===== src/rtl/tdm_mux_pkg.sv =====
// Shared constants, FSM state type and select-pair helpers for the 4-way TDM link.
package tdm_mux_pkg;

  localparam int unsigned NUM_CH = 4;
  localparam int unsigned CH_W   = 2;

  typedef enum logic {
    ARB    = 1'b0,
    LOCKED = 1'b1
  } state_t;

  typedef struct packed {
    logic s1;
    logic s0;
  } sel_t;

  // Channel number is {s0,s1}, so s0 carries the high bit of the channel.
  function automatic sel_t ch_to_sel(input logic [CH_W-1:0] ch);
    sel_t sel;
    sel.s1 = ch[0];
    sel.s0 = ch[1];
    return sel;
  endfunction

  function automatic logic [CH_W-1:0] sel_to_ch(input sel_t sel);
    return {sel.s0, sel.s1};
  endfunction

endpackage


===== src/rtl/rr_arbiter4.sv =====
// Four-request round-robin arbiter: first asserted request at or after ptr wins.
module rr_arbiter4
  import tdm_mux_pkg::*;
(
  input  logic [NUM_CH-1:0] req,
  input  logic [CH_W-1:0]   ptr,
  input  logic              en,
  output logic [NUM_CH-1:0] gnt,
  output logic [CH_W-1:0]   gnt_idx,
  output logic              any
);

  logic [CH_W-1:0] idx;

  // Scan ptr, ptr+1, ... with natural 2-bit wrap; the first hit locks out later ones.
  always_comb begin
    gnt     = '0;
    gnt_idx = '0;
    any     = 1'b0;
    idx     = '0;
    for (int unsigned i = 0; i < NUM_CH; i++) begin
      idx = ptr + CH_W'(i);
      if (en && !any && req[idx]) begin
        any      = 1'b1;
        gnt_idx  = idx;
        gnt[idx] = 1'b1;
      end
    end
  end

endmodule


===== src/rtl/tdm_mux4.sv =====
// 4:1 round-robin TDM multiplexer with optional packet-atomic grants and a
// registered output lane carrying the source channel as an (s1,s0) select pair.
module tdm_mux4
  import tdm_mux_pkg::*;
#(
  parameter int unsigned WIDTH    = 8,
  parameter bit          PKT_MODE = 1'b1
) (
  input  logic                      clk,
  input  logic                      rst,
  input  logic [NUM_CH*WIDTH-1:0]   in_data,
  input  logic [NUM_CH-1:0]         in_valid,
  input  logic [NUM_CH-1:0]         in_last,
  output logic [NUM_CH-1:0]         in_ready,
  output logic [WIDTH-1:0]          out_data,
  output logic                      out_s0,
  output logic                      out_s1,
  output logic                      out_last,
  output logic                      out_valid,
  input  logic                      out_ready
);

  state_t            state_q, state_d;
  logic [CH_W-1:0]   rr_ptr_q;
  logic [CH_W-1:0]   owner_q;

  logic              load_en_c;
  logic              arb_en_c;
  logic [NUM_CH-1:0] arb_gnt;
  logic [CH_W-1:0]   arb_idx;
  logic              arb_any;

  logic [NUM_CH-1:0] gnt_c;
  logic [CH_W-1:0]   gnt_idx_c;
  logic              accept_c;
  sel_t              gnt_sel_c;

  logic [WIDTH-1:0]  ch_data [NUM_CH];

  for (genvar i = 0; i < NUM_CH; i++) begin : g_unpack
    assign ch_data[i] = in_data[i*WIDTH +: WIDTH];
  end

  // A beat may load whenever the output register is empty or draining this edge.
  assign load_en_c = !out_valid || out_ready;
  assign arb_en_c  = load_en_c && (state_q == ARB) && !rst;

  rr_arbiter4 u_arb (
    .req     (in_valid),
    .ptr     (rr_ptr_q),
    .en      (arb_en_c),
    .gnt     (arb_gnt),
    .gnt_idx (arb_idx),
    .any     (arb_any)
  );

  always_ff @(posedge clk) begin
    if (rst) begin
      state_q <= ARB;
    end else begin
      state_q <= state_d;
    end
  end

  // Next state and grant: free arbitration in ARB, owner-only service in LOCKED.
  always_comb begin
    state_d   = state_q;
    gnt_c     = '0;
    gnt_idx_c = arb_idx;
    accept_c  = 1'b0;
    case (state_q)
      ARB: begin
        if (arb_any) begin
          gnt_c    = arb_gnt;
          accept_c = 1'b1;
          if (PKT_MODE && !in_last[arb_idx]) begin
            state_d = LOCKED;
          end
        end
      end
      LOCKED: begin
        gnt_idx_c = owner_q;
        if (load_en_c && in_valid[owner_q] && !rst) begin
          gnt_c[owner_q] = 1'b1;
          accept_c       = 1'b1;
          if (in_last[owner_q]) begin
            state_d = ARB;
          end
        end
      end
      default: state_d = ARB;
    endcase
  end

  assign in_ready  = gnt_c;
  assign gnt_sel_c = ch_to_sel(gnt_idx_c);

  // Output beat register; a new accept overwrites a draining beat with no bubble.
  always_ff @(posedge clk) begin
    if (rst) begin
      out_valid <= 1'b0;
      out_data  <= '0;
      out_s0    <= 1'b0;
      out_s1    <= 1'b0;
      out_last  <= 1'b0;
      rr_ptr_q  <= '0;
      owner_q   <= '0;
    end else if (accept_c) begin
      out_valid <= 1'b1;
      out_data  <= ch_data[gnt_idx_c];
      out_s0    <= gnt_sel_c.s0;
      out_s1    <= gnt_sel_c.s1;
      out_last  <= in_last[gnt_idx_c];
      rr_ptr_q  <= gnt_idx_c + CH_W'(1);
      if (state_q == ARB) begin
        owner_q <= gnt_idx_c;
      end
    end else if (out_ready) begin
      out_valid <= 1'b0;
    end
  end

endmodule


===== config.mk =====
export PLATFORM = sky130hd
export DESIGN_NAME = tdm_mux4
export DESIGN_NICKNAME = d
export VERILOG_FILES = /design/src/rtl/tdm_mux_pkg.sv /design/src/rtl/rr_arbiter4.sv /design/src/rtl/tdm_mux4.sv
export SDC_FILE = /design/constraint.sdc
export NUM_CORES = 1
export LEC_CHECK = 0
export CELL_PAD_IN_SITES_DETAIL_PLACEMENT = 1
export CELL_PAD_IN_SITES_GLOBAL_PLACEMENT = 1
export CORE_MARGIN = 8
export CORE_UTILIZATION = 47
export CTS_BUF_LIST = sky130_fd_sc_hd__clkbuf_8
export CTS_CLUSTER_DIAMETER = 150
export DETAILED_ROUTE_END_ITERATION = 12
export DONT_BUFFER_PORTS = 1
export HOLD_SLACK_MARGIN = 0.06
export PLACE_DENSITY = 0.83
export SLEW_MARGIN = 30
export SYNTH_ARGS = -nofsm -noshare
export SYNTH_HDL_FRONTEND = slang
export SYNTH_SLANG_ARGS = --single-unit

===== constraint.sdc =====
create_clock -name clk -period 9.2 [get_ports clk]
set_input_delay 1.38 -clock clk [delete_from_list [all_inputs] [get_ports clk]]
set_output_delay 1.38 -clock clk [all_outputs]
set_load 0.05 [all_outputs]

==> results.py <==
metrics = {
    "worst_setup_path": {
        "worst-path-max-fanout": 19,
        "path_buf_inv": 1,
        "cpPeakStageDelay_ns": 0.74,
        "critPathTopFamily": "simple AND/OR/NAND/NOR gates",
        "crit_arrival_ns": 3.67,
        "setup.worst_path.end_class": "primary output",
        "setup.worst_path.start": "rr_ptr_q[0]",
        "cp-start-kind": "flip-flop",
        "worst_path_max_delay_cell": "dfxtp_1",
        "cp.required_ns": 7.82,
        "timing.rr.start": "rr_ptr_q[0]",
        "crit_type": "reg -> out",
        "cp_cell_sequence": "inv_1, ha_1, mux2_2, or3_1, a21oi_1, and3b_2, a22oi_1, nand3_1",
    },
    "timing": {
        "drv_slew": 0,
        "fin_crit_sh": 0.5488,
        "fin_skew_ns": 0.009531,
        "tightest_slew_ns": 0.9280,
        "finalHoldViolCount": 0,
        "final.setup.worst_slack_ns": 4.151,
        "setup_viol": 0,
        "fmax_mhz": 198.1,
        "maxSlewHeadroom": 0.3766,
        "fin_crit_ns": 5.049,
        "tns_ns": 0,
        "rsz0062_at_grt": "false",
    },
    "clock_tree": {
        "root_buffer": "clkbuf_8",
        "clock-sinks": 17,
        "postCtsSetupBuffers": 0,
        "numCtsBuffers": 3,
        "cts_hold_buf": 0,
        "cts_resized": 0,
        "cts_htree_levels": 1,
        "clkSlewWorstSetupHoldPaths_ns": 0.06,
        "clockBufferDepth": 2,
        "clock_latency_ns": 0.26,
        "cts_tree": "done",
    },
    "power_and_ir_drop": {
        "p_leak_nw": 0.5804,
        "switching_share": 0.5274,
        "power.switching_uw": 222.9,
        "p_seq_frac": 0.436,
        "p_int_uw": 199.8,
        "p_clk_frac": 0.135,
        "powerDensity_nw_per_um2": 266.4,
        "peakVddDrop_mv": 0.1691,
        "combPwrFrac": 0.429,
        "p_total_uw": 422.7,
    },
    "placement": {
        "pre_cts_slack_ns": 4.361,
        "portBuffers": 0,
        "dp_hpwl_mm": 3.536,
        "place_area_sq_um": 1539,
        "routabilityCongestion": 0.8845,
    },
    "finish": {
        "final_area_sq_um": 1587,
        "diodes": 0,
        "utilization": 0.4830,
        "nNetsFinal": 208,
        "most-common-layout-cells": "18 x a222oi_1, 17 x dfxtp_1, 13 x nor2_1, 12 x mux2i_1",
        "syn_to_final_growth_pct": 1.036,
        "final_common_cell": "a222oi_1",
        "drive_above_1_share": 0.1529,
    },
    "logic_synthesis": {
        "avgSynthCellArea_sq_um": 9.403,
        "netlist.area_leader.share": 0.2167,
        "yosysWarnings": 0,
        "synth_enable_flop_cells": 0,
        "synth_compound_area_frac": 0.2996,
        "synth_fa_ha_area_frac": 0.05578,
        "syn_nets": 217,
        "synth.area.mux_share": 0.1641,
        "synth_cell_type_count": 52,
        "yosys-top-cells-area": "dfxtp_1 22%, a222oi_1 11%, mux2i_1 7.6%, mux4_2 5.7%, ha_1 5.6%",
        "synth_seq_area_share": 0.2167,
        "synth_simple_gate_area_frac": 0.1880,
        "async_flop_share": 0,
        "ys_ff_latch": 17,
        "syn-cell-area_sq_um": 1570,
        "synth_top_family_by_area": "compound AO/OA/AOI/OAI gates",
        "yosysTopAreaCell": "dfxtp_1",
        "ys.flop_type": "dfxtp_1",
        "synthXorXnorAreaFrac": 0,
        "synth_cells": 167,
    },
    "route": {
        "drcViolationCount": 0,
        "viasPerCell": 7.128,
        "first_pass_iters": 7,
        "routed_wirelength_mm": 4.591,
        "avgRoutedWirePerCell_um": 22.62,
        "ant_nets": 0,
        "drt_iter0_drc": 174,
        "via_count": 1447,
    },
    "global_route": {
        "met1_usage": 0.2025,
        "grt_pass1_vias": 1594,
        "grt_antenna_before_repair": 0,
        "grt_max_degree": 21,
        "busiest_layer": "met2",
        "use_met2": 0.2963,
        "grt_pass1_wl_mm": 7.583,
        "grt_use_total": 0.1742,
        "grt_overflow": 0,
        "use_met3": 0.05048,
    },
    "floorplanning": {
        "dieArea_sq_um": 5446,
        "start_util": 0.4781,
        "ioPinCount": 59,
        "die_x_um": 73.80,
        "die_h_um": 73.80,
        "num_rows": 21,
        "core_sq_um": 3284,
    },
    "run": {
        "maxCapViolations": 0,
    },
    "hold_path": {
        "hold_start": "owner_q[0]",
        "worst_hold_path_type": "reg -> reg",
    },
    "status": {
        "outcome": "complete, no violations",
    },
}
cells in the mapped netlist, types with 3 or more instances:
master and count:
a22oi_1 6, ha_1 7, mux4_2 4, nor3_1 4, nand2_1 8, buf_2 5, nand2b_1 4, nand3_1 5
dfxtp_1 17, nor2_1 13, inv_1 5, mux2i_1 12, a222oi_1 18, mux2_2 3, buf_6 3, o21ai_0 3
a21oi_1 8
layer usage:
layer	up-vias	wire, um
met4	0	45
met5	-	0
met1	717	1879
met3	5	418
met2	70	2247
li1	655	-
logic make-up (layout without fill, tap and decap cells):
family,count (synthesis),after routing
adders and majority gates,7,7
DFF,17,17
and+or+nand+nor,53,53
AOI/OAI and AO/OA,51,51
muxes,20,20
buffers and inverters,19,9
worst min-delay path: stages, from the launching register on:
cell and delay [ns]:
dfxtp_1 0.40, nand2_1 0.10, a21oi_1 0.06
sequential cells by signal (all words and copies together) (netlist names):
signal	flops
out_data	8
out_last	1
out_s0	1
out_s1	1
out_valid	1
owner_q	2
rr_ptr_q	2
state_q	1
power groups by stage:
stage / combinational, mW / sequential [mW] / clock (mW)
finish: 0.181 / 0.184 / 0.0573
floorplan: 0.164 / 0.171 / 0
global route: 0.198 / 0.188 / 0.0611
global placement: 0.170 / 0.184 / 0
detailed placement: 0.180 / 0.186 / 0
CTS: 0.180 / 0.185 / 0.0575
worst paths after layout:
| kind | end | depth (start not counted) | slack [ns] |
|---|---|---|---|
| worst max-delay path | in_ready[3] | 8 | 4.15 |
| worst min-delay path | owner_q[0] | 2 | 0.60 |
| worst max register to register | rr_ptr_q[1] | 8 | 5.37 |
| worst min register to register | owner_q[0] | 2 | 0.60 |
layout make-up:
| class | instances | area (sq um) |
|---|---|---|
| Clock inverter | 1 | 5.005 |
| Tap cell | 46 | 57.56 |
| Inverter | 5 | 18.77 |
| Clock buffer | 3 | 41.29 |
| Fill cell | 386 | 1698 |
| Multi-Input combinational cell | 131 | 1124 |
| Sequential cell | 17 | 340.3 |
through the flow:
| step | instances | hold WS (ns) |
|---|---|---|
| 6_report | 203 | 0.6046 |
| 5_1_grt | 203 | 0.6564 |
| 4_1_cts | 203 | 0.6159 |
| 3_5_place_dp | 199 | 0.6044 |
| 3_3_place_gp | 199 | 0.5862 |
| 2_1_floorplan | 167 | 0.5785 |
(Power assumes the default switching activity.)
